$ cat config.mk
export PLATFORM = sky130hd
export DESIGN_NAME = lsu_mem_ctrl_flat
export DESIGN_NICKNAME = d
export VERILOG_FILES = /design/src/rtl/lsu_mem_ctrl_if.sv /design/src/rtl/lsu_mem_ctrl.sv /design/src/flat_wrapper.sv
export SDC_FILE = /design/constraint.sdc
export NUM_CORES = 1
export LEC_CHECK = 0
export CORE_MARGIN = 4
export CORE_UTILIZATION = 40
export CTS_CLUSTER_SIZE = 40
export DETAILED_ROUTE_END_ITERATION = 10
export PLACE_DENSITY_LB_ADDON = 0.3
export SYNTH_ARGS = -nofsm -noshare
export SYNTH_HDL_FRONTEND = slang
export SYNTH_SLANG_ARGS = --single-unit
export TNS_END_PERCENT = 100
$ cat constraint.sdc
create_clock -name clk -period 1.85 [get_ports clk]
set_clock_uncertainty 0.15 [all_clocks]
set_input_delay 0.2775 -clock clk [delete_from_list [all_inputs] [get_ports clk]]
set_output_delay 0.2775 -clock clk [all_outputs]
set_load 0.03 [all_outputs]
$ cat src/rtl/lsu_mem_ctrl_if.sv
// lsu_mem_ctrl_if: bus bundle between the execute stage, the LSU and the
// word-organised data memory.
//   slave  modport: LSU view (takes requests, returns responses, drives memory).
//   master modport: environment view (issues requests, models data_mem).
// Signals:
//   req_valid/req_ready   request handshake (accept when both high)
//   req_we/size/unsigned  store flag, 00 byte / 01 half / 10 word / 11 reserved,
//                         zero-extend flag for loads
//   req_addr/req_wdata    byte address, right-aligned store data
//   resp_valid            one-cycle completion pulse
//   resp_rdata/resp_err   extended load data / misaligned-reserved flag
//   mem_addr/mem_wdata/mem_we/mem_rdata  word port of data_mem (comb read)
interface lsu_mem_ctrl_if #(
  parameter int ADDR_W = 32
);
  logic              req_valid;
  logic              req_ready;
  logic              req_we;
  logic [1:0]        req_size;
  logic              req_unsigned;
  logic [ADDR_W-1:0] req_addr;
  logic [31:0]       req_wdata;
  logic              resp_valid;
  logic [31:0]       resp_rdata;
  logic              resp_err;
  logic [ADDR_W-1:0] mem_addr;
  logic [31:0]       mem_wdata;
  logic              mem_we;
  logic [31:0]       mem_rdata;

  modport slave (
    input  req_valid, req_we, req_size, req_unsigned, req_addr, req_wdata,
           mem_rdata,
    output req_ready, resp_valid, resp_rdata, resp_err,
           mem_addr, mem_wdata, mem_we
  );

  modport master (
    output req_valid, req_we, req_size, req_unsigned, req_addr, req_wdata,
           mem_rdata,
    input  req_ready, resp_valid, resp_rdata, resp_err,
           mem_addr, mem_wdata, mem_we
  );
endinterface

$ cat src/rtl/lsu_mem_ctrl.sv
// lsu_mem_ctrl: single-outstanding load/store unit in front of a word-wide
// data memory with combinational read and clocked write. Byte/halfword
// loads are extracted and sign/zero-extended; byte/halfword stores are done
// as read-modify-write (read old word, merge lane, write back).
// Ports:
//   clk  rising-edge clock
//   rst  synchronous active-high reset
//   bus  lsu_mem_ctrl_if.slave (request, response and memory port)
// Optional feature: define LSU_MISALIGN_TRAP_EN to turn misaligned
// halfword/word requests and req_size=11 into an error response with no
// memory access. Without it low address bits below the access size are
// ignored and req_size=11 behaves as a word access.
module lsu_mem_ctrl #(
  parameter int ADDR_W = 32
) (
  input  logic            clk,
  input  logic            rst,
  lsu_mem_ctrl_if.slave   bus
);
  localparam int NUM_LANES = 4;

  typedef enum logic [2:0] {
    IDLE, LOAD, RMW_RD, STORE, RESP
  } state_t;

  state_t                          state_q, state_d;
  logic                            we_q, uns_q, err_q;
  logic [1:0]                      size_q;
  logic [ADDR_W-1:0]               addr_q;
  logic [31:0]                     wdata_q, rdata_q;
  logic [NUM_LANES-1:0][7:0]       old_q;
  logic                            accept, req_err;

  assign accept = bus.req_valid && (state_q == IDLE);

  // Request classification at the accept edge.
`ifdef LSU_MISALIGN_TRAP_EN
  always_comb begin
    req_err = 1'b0;
    case (bus.req_size)
      2'b01:   req_err = bus.req_addr[0];
      2'b10:   req_err = |bus.req_addr[1:0];
      2'b11:   req_err = 1'b1;
      default: req_err = 1'b0;
    endcase
  end
`else
  always_comb req_err = 1'b0;
`endif

  // ---------------------------------------------------------------- FSM
  always_comb begin
    state_d = state_q;
    case (state_q)
      IDLE: if (bus.req_valid) begin
        if (req_err)           state_d = RESP;
        else if (!bus.req_we)  state_d = LOAD;
        else if (bus.req_size[1]) state_d = STORE;   // 10 and (untrapped) 11
        else                   state_d = RMW_RD;
      end
      LOAD:    state_d = RESP;
      RMW_RD:  state_d = STORE;
      STORE:   state_d = RESP;
      RESP:    state_d = IDLE;
      default: state_d = IDLE;
    endcase
  end

  // ---------------------------------------------------------- load extract
  logic [7:0]  ld_b;
  logic [15:0] ld_h;
  logic [31:0] ld_ext;

  always_comb begin
    ld_b   = bus.mem_rdata[{addr_q[1:0], 3'b000} +: 8];
    ld_h   = bus.mem_rdata[{addr_q[1], 4'b0000} +: 16];
    case (size_q)
      2'b00:   ld_ext = {{24{~uns_q & ld_b[7]}}, ld_b};
      2'b01:   ld_ext = {{16{~uns_q & ld_h[15]}}, ld_h};
      default: ld_ext = bus.mem_rdata;
    endcase
  end

  // ------------------------------------------------------------ store merge
  // Store data is replicated across all lanes; the byte enables pick which
  // lanes take it and which keep the word read during RMW_RD.
  logic [NUM_LANES-1:0]            be;
  logic [NUM_LANES-1:0][7:0]       wrep, merged;

  always_comb begin
    case (size_q)
      2'b00: begin
        be   = 4'b0001 << addr_q[1:0];
        wrep = {4{wdata_q[7:0]}};
      end
      2'b01: begin
        be   = addr_q[1] ? 4'b1100 : 4'b0011;
        wrep = {2{wdata_q[15:0]}};
      end
      default: begin
        be   = 4'b1111;
        wrep = wdata_q;
      end
    endcase
  end

  for (genvar i = 0; i < NUM_LANES; i++) begin : g_lane
    assign merged[i] = be[i] ? wrep[i] : old_q[i];
  end

  // ------------------------------------------------------------- registers
  always_ff @(posedge clk) begin
    if (rst) begin
      state_q <= IDLE;
      we_q    <= 1'b0;
      uns_q   <= 1'b0;
      err_q   <= 1'b0;
      size_q  <= 2'b00;
      addr_q  <= '0;
      wdata_q <= '0;
      rdata_q <= '0;
      old_q   <= '0;
    end else begin
      state_q <= state_d;
      if (accept) begin
        we_q    <= bus.req_we;
        size_q  <= bus.req_size;
        uns_q   <= bus.req_unsigned;
        addr_q  <= bus.req_addr;
        wdata_q <= bus.req_wdata;
        err_q   <= req_err;
        rdata_q <= '0;              // stores and errors return 0
      end
      if (state_q == LOAD)   rdata_q <= ld_ext;
      if (state_q == RMW_RD) old_q   <= bus.mem_rdata;
    end
  end

  // --------------------------------------------------------------- outputs
  assign bus.req_ready  = (state_q == IDLE);
  assign bus.resp_valid = (state_q == RESP);
  assign bus.resp_rdata = (state_q == RESP) ? rdata_q : 32'h0;
  assign bus.resp_err   = (state_q == RESP) && err_q;
  assign bus.mem_addr   = {addr_q[ADDR_W-1:2], 2'b00};
  assign bus.mem_we     = (state_q == STORE);
  assign bus.mem_wdata  = (state_q == STORE) ? merged : 32'h0;

  // we_q is kept for debug visibility of the captured request.
  logic unused_ok;
  assign unused_ok = we_q;
endmodule

$ cat src/flat_wrapper.sv
// flat-port wrapper written by rule: the top's interface ports become plain ports
module lsu_mem_ctrl_flat 
#(
  parameter int ADDR_W = 32
)
  (clk, rst, bus_req_valid, bus_req_we, bus_req_size, bus_req_unsigned, bus_req_addr, bus_req_wdata, bus_mem_rdata, bus_req_ready, bus_resp_valid, bus_resp_rdata, bus_resp_err, bus_mem_addr, bus_mem_wdata, bus_mem_we);
  lsu_mem_ctrl_if #(.ADDR_W(ADDR_W)) bus_i ();
  input  logic clk;
  input  logic rst;
  input wire logic [$bits(bus_i.req_valid)-1:0] bus_req_valid;
  input wire logic [$bits(bus_i.req_we)-1:0] bus_req_we;
  input wire logic [$bits(bus_i.req_size)-1:0] bus_req_size;
  input wire logic [$bits(bus_i.req_unsigned)-1:0] bus_req_unsigned;
  input wire logic [$bits(bus_i.req_addr)-1:0] bus_req_addr;
  input wire logic [$bits(bus_i.req_wdata)-1:0] bus_req_wdata;
  input wire logic [$bits(bus_i.mem_rdata)-1:0] bus_mem_rdata;
  output wire logic [$bits(bus_i.req_ready)-1:0] bus_req_ready;
  output wire logic [$bits(bus_i.resp_valid)-1:0] bus_resp_valid;
  output wire logic [$bits(bus_i.resp_rdata)-1:0] bus_resp_rdata;
  output wire logic [$bits(bus_i.resp_err)-1:0] bus_resp_err;
  output wire logic [$bits(bus_i.mem_addr)-1:0] bus_mem_addr;
  output wire logic [$bits(bus_i.mem_wdata)-1:0] bus_mem_wdata;
  output wire logic [$bits(bus_i.mem_we)-1:0] bus_mem_we;
  assign bus_i.req_valid = bus_req_valid;
  assign bus_i.req_we = bus_req_we;
  assign bus_i.req_size = bus_req_size;
  assign bus_i.req_unsigned = bus_req_unsigned;
  assign bus_i.req_addr = bus_req_addr;
  assign bus_i.req_wdata = bus_req_wdata;
  assign bus_i.mem_rdata = bus_mem_rdata;
  assign bus_req_ready = bus_i.req_ready;
  assign bus_resp_valid = bus_i.resp_valid;
  assign bus_resp_rdata = bus_i.resp_rdata;
  assign bus_resp_err = bus_i.resp_err;
  assign bus_mem_addr = bus_i.mem_addr;
  assign bus_mem_wdata = bus_i.mem_wdata;
  assign bus_mem_we = bus_i.mem_we;
  lsu_mem_ctrl #(.ADDR_W(ADDR_W)) u_core (.clk(clk), .rst(rst), .bus(bus_i));
endmodule
Yosys cells after proc, flatten, opt, wreduce, memory -nomap -nowiden
Cells that the tools add are included.
{ "totals": {"regBits": 134, "out_inout_bits": 100} }
{ "classes": {"mux": 16, "shifts": 3, "eq_ne": 6, "n_reduce_logical": 5, "bitwise": 3} }
{ "ops": {"columns": ["op", "count"], "rows": [
  ["2-to-1 mux 32 bit", 4],
  ["one-hot mux 32 bit (2 select lines)", 2],
  ["2-to-1 mux 8 bit", 4],
  ["variable part select 32 x 6 -> 16 bit", 1],
  ["variable part select 32 x 6 -> 8 bit", 1],
  ["one-hot mux 3 bit (3 select lines)", 1],
  ["one-hot mux 4 bit (2 select lines)", 1],
  ["== test 3 x 2 -> 1 bit, second input constant", 2],
  ["2-to-1 mux 3 bit", 2],
  ["2-to-1 mux 4 bit", 1],
  ["left shift 1 x 2 -> 4 bit, first input constant", 1],
  ["== test 3 x 1 -> 1 bit, second input constant", 1],
  ["== test 3 bit, second input constant", 1],
  ["logical NOT 3 bit", 1],
  ["AND 1 bit", 2],
  ["== test 2 x 1 -> 1 bit, second input constant", 1],
  ["logical NOT 2 bit", 1],
  ["!= test 2 bit, second input constant", 1],
  ["nonzero test 2 bit", 1],
  ["OR reduction 2 bit", 1],
  ["logical AND 1 bit", 1],
  ["2-to-1 mux 1 bit", 1],
  ["inverter 1 bit", 1]
]} }

Longest topological paths before layout
{ "logic_depth": {"ltp_word": 4, "depth_mapped": 8, "mapped_depth_nobuf": 4} }

Least setup slack after synthesis
Ideal clock, no wire load.
{ "synth_timing": {"path_type": "reg2out", "startpoint": "reg u_core.addr_q[0]", "endpoint": "out bus_mem_wdata[14]", "path_buffers": 1, "t_required_ns": 1.422, "path_slack_ns": -0.390, "t_arrival_ns": 1.812, "stages_incl_launch_ff": 6, "path_cell_list": "dfxtp_1 > nor2_2 > o21ai_2 > buf_2 > nor2_1 > a311oi_1"} }
{ "synth_between": {"elab_chain_len": 4} }
{ "synth_lines": {"columns": ["element", "line_no", "source"], "rows": [
  ["start: declaration", "lsu_mem_ctrl.sv:29", "logic [ADDR_W-1:0] addr_q;"],
  ["start signal: assignment", "lsu_mem_ctrl.sv:129", "addr_q <= bus.req_addr;"],
  ["left shift 1 x 2 -> 4 bit", "lsu_mem_ctrl.sv:93", "be = 4'b0001 << addr_q[1:0];"],
  ["one-hot mux 4 bit (2 select lines)", "lsu_mem_ctrl.sv:91", "case (size_q)"],
  ["2-to-1 mux 8 bit", "lsu_mem_ctrl.sv:108", "assign merged[i] = be[i] ? wrep[i] : old_q[i];"],
  ["2-to-1 mux 32 bit", "lsu_mem_ctrl.sv:146", "assign bus.mem_wdata = (state_q == STORE) ? merged : 32'h0;"],
  ["end: declaration", "flat_wrapper.sv:22", "output wire logic [$bits(bus_i.mem_wdata)-1:0] bus_mem_wdata;"]
]} }
Every way passes these cells.

Worst setup path after layout
{ "layout_timing": {"startpoint": "reg u_core.size_q[0]", "endpoint": "out bus_mem_wdata[27]"} }
{ "layout_between": {"elab_chain_len": 4} }
{ "layout_lines": {"columns": ["element", "line_no", "source"], "rows": [
  ["start: declaration", "lsu_mem_ctrl.sv:28", "logic [1:0] size_q;"],
  ["start signal: assignment", "lsu_mem_ctrl.sv:127", "size_q <= bus.req_size;"],
  ["== test 2 x 1 -> 1 bit or logical NOT 2 bit (tied branches)", "lsu_mem_ctrl.sv:91", null],
  ["one-hot mux 32 bit (2 select lines) or one-hot mux 4 bit (2 select lines) (tied branches)", "lsu_mem_ctrl.sv:91", null],
  ["2-to-1 mux 8 bit (*)", "lsu_mem_ctrl.sv:108", null],
  ["2-to-1 mux 32 bit (*)", "lsu_mem_ctrl.sv:146", null]
]} }
Mark *: on every way between the ends. The rest lies on a longest branch, timed or not.

==> flow_summary_export.csv <==
group,metric,value,unit
outcome,status,"complete, but fails checks",
outcome,violations,"negative setup slack",
cells_and_area,final_cell_mix,"nand2_1 (219), dfxtp_1 (127), a21oi_1 (103)",
power_and_ir_drop,p_int,6.27,mW
synth,synthAdderAreaFrac,0,%
synth,synth_top_area_cell,"dfxtp_1",
floorplan,rows,45,
sta,worstMarginPinSlew,0.868,ns
floorplan,die_w,134,um
sta,hold_viol,0,
clocking,cts_made_buffers,17,
grt,grtUsageMet3,9.72,%
synth,synth_area_leaders,"dfxtp_1 (42%), nand2_1 (13%), a21oi_1 (9.4%)",
worst_setup_path,path_class,"flop to output port",
sta,period_share,121,%
floorplan,core,15400,sq um
grt,antenna_found_initial,0,
cells_and_area,fill_cells,1204,
run,cap_violations,0,
cells_and_area,final_util,67.9,%
worst_setup_path,rrSetupSlack,-0.03,ns
grt,gr-usage-met1,30.2,%
cells_and_area,regArea,2710,sq um
worst_setup_path,worstPathMaxFanout,8,
synth,synthXorXnorAreaFrac,0,%
hold_path,min_from,"bus_req_addr[25]",
synth,ys_types,43,
worst_setup_path,rr_startpoint,"u_core.addr_q[1]",
sta,fin_ws,-0.388,ns
power_and_ir_drop,vdd_drop_max,0.659,mV
drt,wl,23000,um
synth,avgSynthCellArea,8.06,sq um
sta,min_period,2.24,ns
power_and_ir_drop,p_comb_share,22.0,%
cells_and_area,diodes,0,
worst_setup_path,r2r_end,"u_core.rdata_q[25]",
cells_and_area,fin_nets,1118,
hold_path,hold_end,"u_core.addr_q[25]",
placement,dp_hpwl,15500,um
sta,max-slew-margin-rel,42.2,%
cells_and_area,final_common_cell,"nand2_1",
power_and_ir_drop,p_clk_share,41.5,%
synth,synth_top_family_by_area,"compound AO/OA/AOI/OAI gates",
power_and_ir_drop,seqPwrFrac,36.5,%
sta,slew_viol_final,0,
grt,grt_overflow,0,
clocking,root_buffer,"clkbuf_16",
synth,synth_top_area_share,41.9,%
grt,grt_pass1_vias,6641,
placement,port_buffers,199,
floorplan,io_pins,203,
worst_setup_path,required,1.42,ns
drt,vias,6618,
grt,grtUsageTotal,25.2,%
synth,synth_area,6400,sq um
grt,use_met2,41.8,%
floorplan,dieArea,18100,sq um
sta,max_freq,447,MHz
grt,top_usage_layer,"met2",
power_and_ir_drop,p_sw_share,28.8,%
clocking,clock_sinks,134,
worst_setup_path,cp-end-kind,"output port",
drt,initialDrtViolationCount,562,
placement,placed_area,8930,sq um
cells_and_area,areaGrowthSynthToFinish,63.8,%
synth,synth_compound_area_share,21.5,%
floorplan,die_height,134,um
clocking,ctsHtreeMaxLevel,4,
synth,yosys.area_share.simple,21.3,%
worst_setup_path,startpoint_type,"flop",
worst_setup_path,reg2reg_depth,7,
floorplan,initial_core_util,41.5,%
sta,rsz0062_at_grt,"yes",
synth,ys_ff_latch,134,
synth,yosysSeqAreaShare,41.9,%
drt,wl_per_cell,18.6,um
sta,setup_violations,88,
hold_path,whs_path_depth,3,
cells_and_area,fin_area,10500,sq um
worst_setup_path,arrival,1.81,ns
grt,grt_max_degree,78,
grt,grt_pass1_wl,35500,um
power_and_ir_drop,leakage,4.10,nW
drt,postRouteAntennaNets,0,
placement,gp_congestion,0.933,
power_and_ir_drop,total_power,8.81,mW
synth,synthMuxAreaShare,6.04,%
drt,vias_per_cell,5.34,
drt,firstDrtPassIters,5,
cells_and_area,drive_above_1_share,31.4,%
clocking,clk_pin_slew,0.06,ns
hold_path,hold_path_class,"input pin to flop",
drt,drc_errors,0,
cells_and_area,multiInputGateArea,3680,sq um
power_and_ir_drop,netSwitchingPower,2.54,mW
clocking,clock_latency,0.42,ns
clocking,cts_buffer_depth,2,
synth,synth_cells,794,
worst_setup_path,crit_path_start,"u_core.size_q[0]",
clocking,cts_tree,"built",
synth,ys_warn_count,0,
sta,hold-worst-slack,0.243,ns
power_and_ir_drop,power_density,841,nW/um^2
==> cell type report <==
type	instances	share of cell area, %
tap	211	2.52
clock buffer	18	4.19
timing repair buffer	299	30.2
inverter	4	0.215
clock inverter	14	1.89
multi-input combinational	559	35.1
sequential	134	25.9
==> how the worst max path moves through the flow <==
| stage | to | cells past startpoint | slack, ns |
|---|---|---|---|
| CTS | bus_mem_wdata[23] | 6 | -0.38 |
| global route | bus_mem_wdata[27] | 6 | -0.45 |
| detailed placement | u_core.rdata_q[18] | 6 | -0.35 |
| finish | bus_mem_wdata[27] | 7 | -0.39 |
| floorplan | bus_mem_wdata[0] | 4 | -0.07 |
| global placement | u_core.rdata_q[17] | 6 | -0.30 |
==> power by group through the flow <==
stage | combinational [mW] | clock (mW) | sequential, mW
after floorplan | 1.07 | 0 | 3.20
after global placement | 1.68 | 0 | 3.26
after detailed placement | 1.69 | 0 | 3.26
after CTS | 1.86 | 3.69 | 3.21
after global routing | 2.08 | 3.82 | 3.23
final | 1.94 | 3.66 | 3.21
==> worst max-delay path: stages (launching register included) <==
cell	delay, ns
dfxtp_4	0.40
buf_8	0.16
buf_6	0.13
mux2i_1	0.18
nand2_1	0.08
o211ai_1	0.17
a21oi_4	0.11
buf_6	0.15
==> cells by family (layout without fill, tap and decap cells) <==
logic type | Yosys count | in the layout
AOI/OAI and AO/OA | 208 | 208
buffers and inverters | 103 | 335
DFF | 134 | 134
muxes | 35 | 35
other | 1 | 3
and+or+nand+nor | 313 | 313
==> per-layer routing <==
metal,part of all wire [%],routed length (um)
met1,39,9080
met2,48,11100
met3,10,2300
met4,2.4,558
met5,0,0
==> registers in the layout (all words and copies together), names as in the netlist <==
signal and flops:
u_core.size_q 2, u_core.addr_q 32, u_core.wdata_q 32, u_core.uns_q 1
u_core.rdata_q 32, u_core.state_q 3, u_core.old_q 32
==> per-stage QoR <==
stage	worst slack, ns	setup TNS, ns	instances
6_report	-0.388	-15.11	1239
2_1_floorplan	-0.0718	-2.10	796
3_5_place_dp	-0.348	-7.10	1173
3_3_place_gp	-0.295	-6.31	1173
5_1_grt	-0.446	-21.26	1239
4_1_cts	-0.380	-16.93	1230
==> synth_stat cells (all sizes together) <==
library cell and count:
nor3 2, clkbuf 34, o21ai 14, mux2i 25, mux2 9, and3b 1
nand3 8, nand2b 2, a21oi 120, a221o 14, a211oi 15, conb 1
a311oi 8, buf 65, nand3b 1, and3 1, nor2b 2, a22oi 1
nor2 30, a221oi 7, o2bb2ai 10, and2 35, nor3b 3, nand2 225
dfxtp 134, a22o 1, inv 4, a222oi 8, nor4 3, o211ai 8
mux4 1, a21o 2
==> timing repair <==
action	in CTS	in global routing
hold buffers	1	0
pin swaps	42	33
resized for setup	174	42
gates cloned	5	0
setup endpoints to repair	120	94
setup buffers	20	14
hold endpoints to repair	8	0
(Power assumes the default switching activity.)
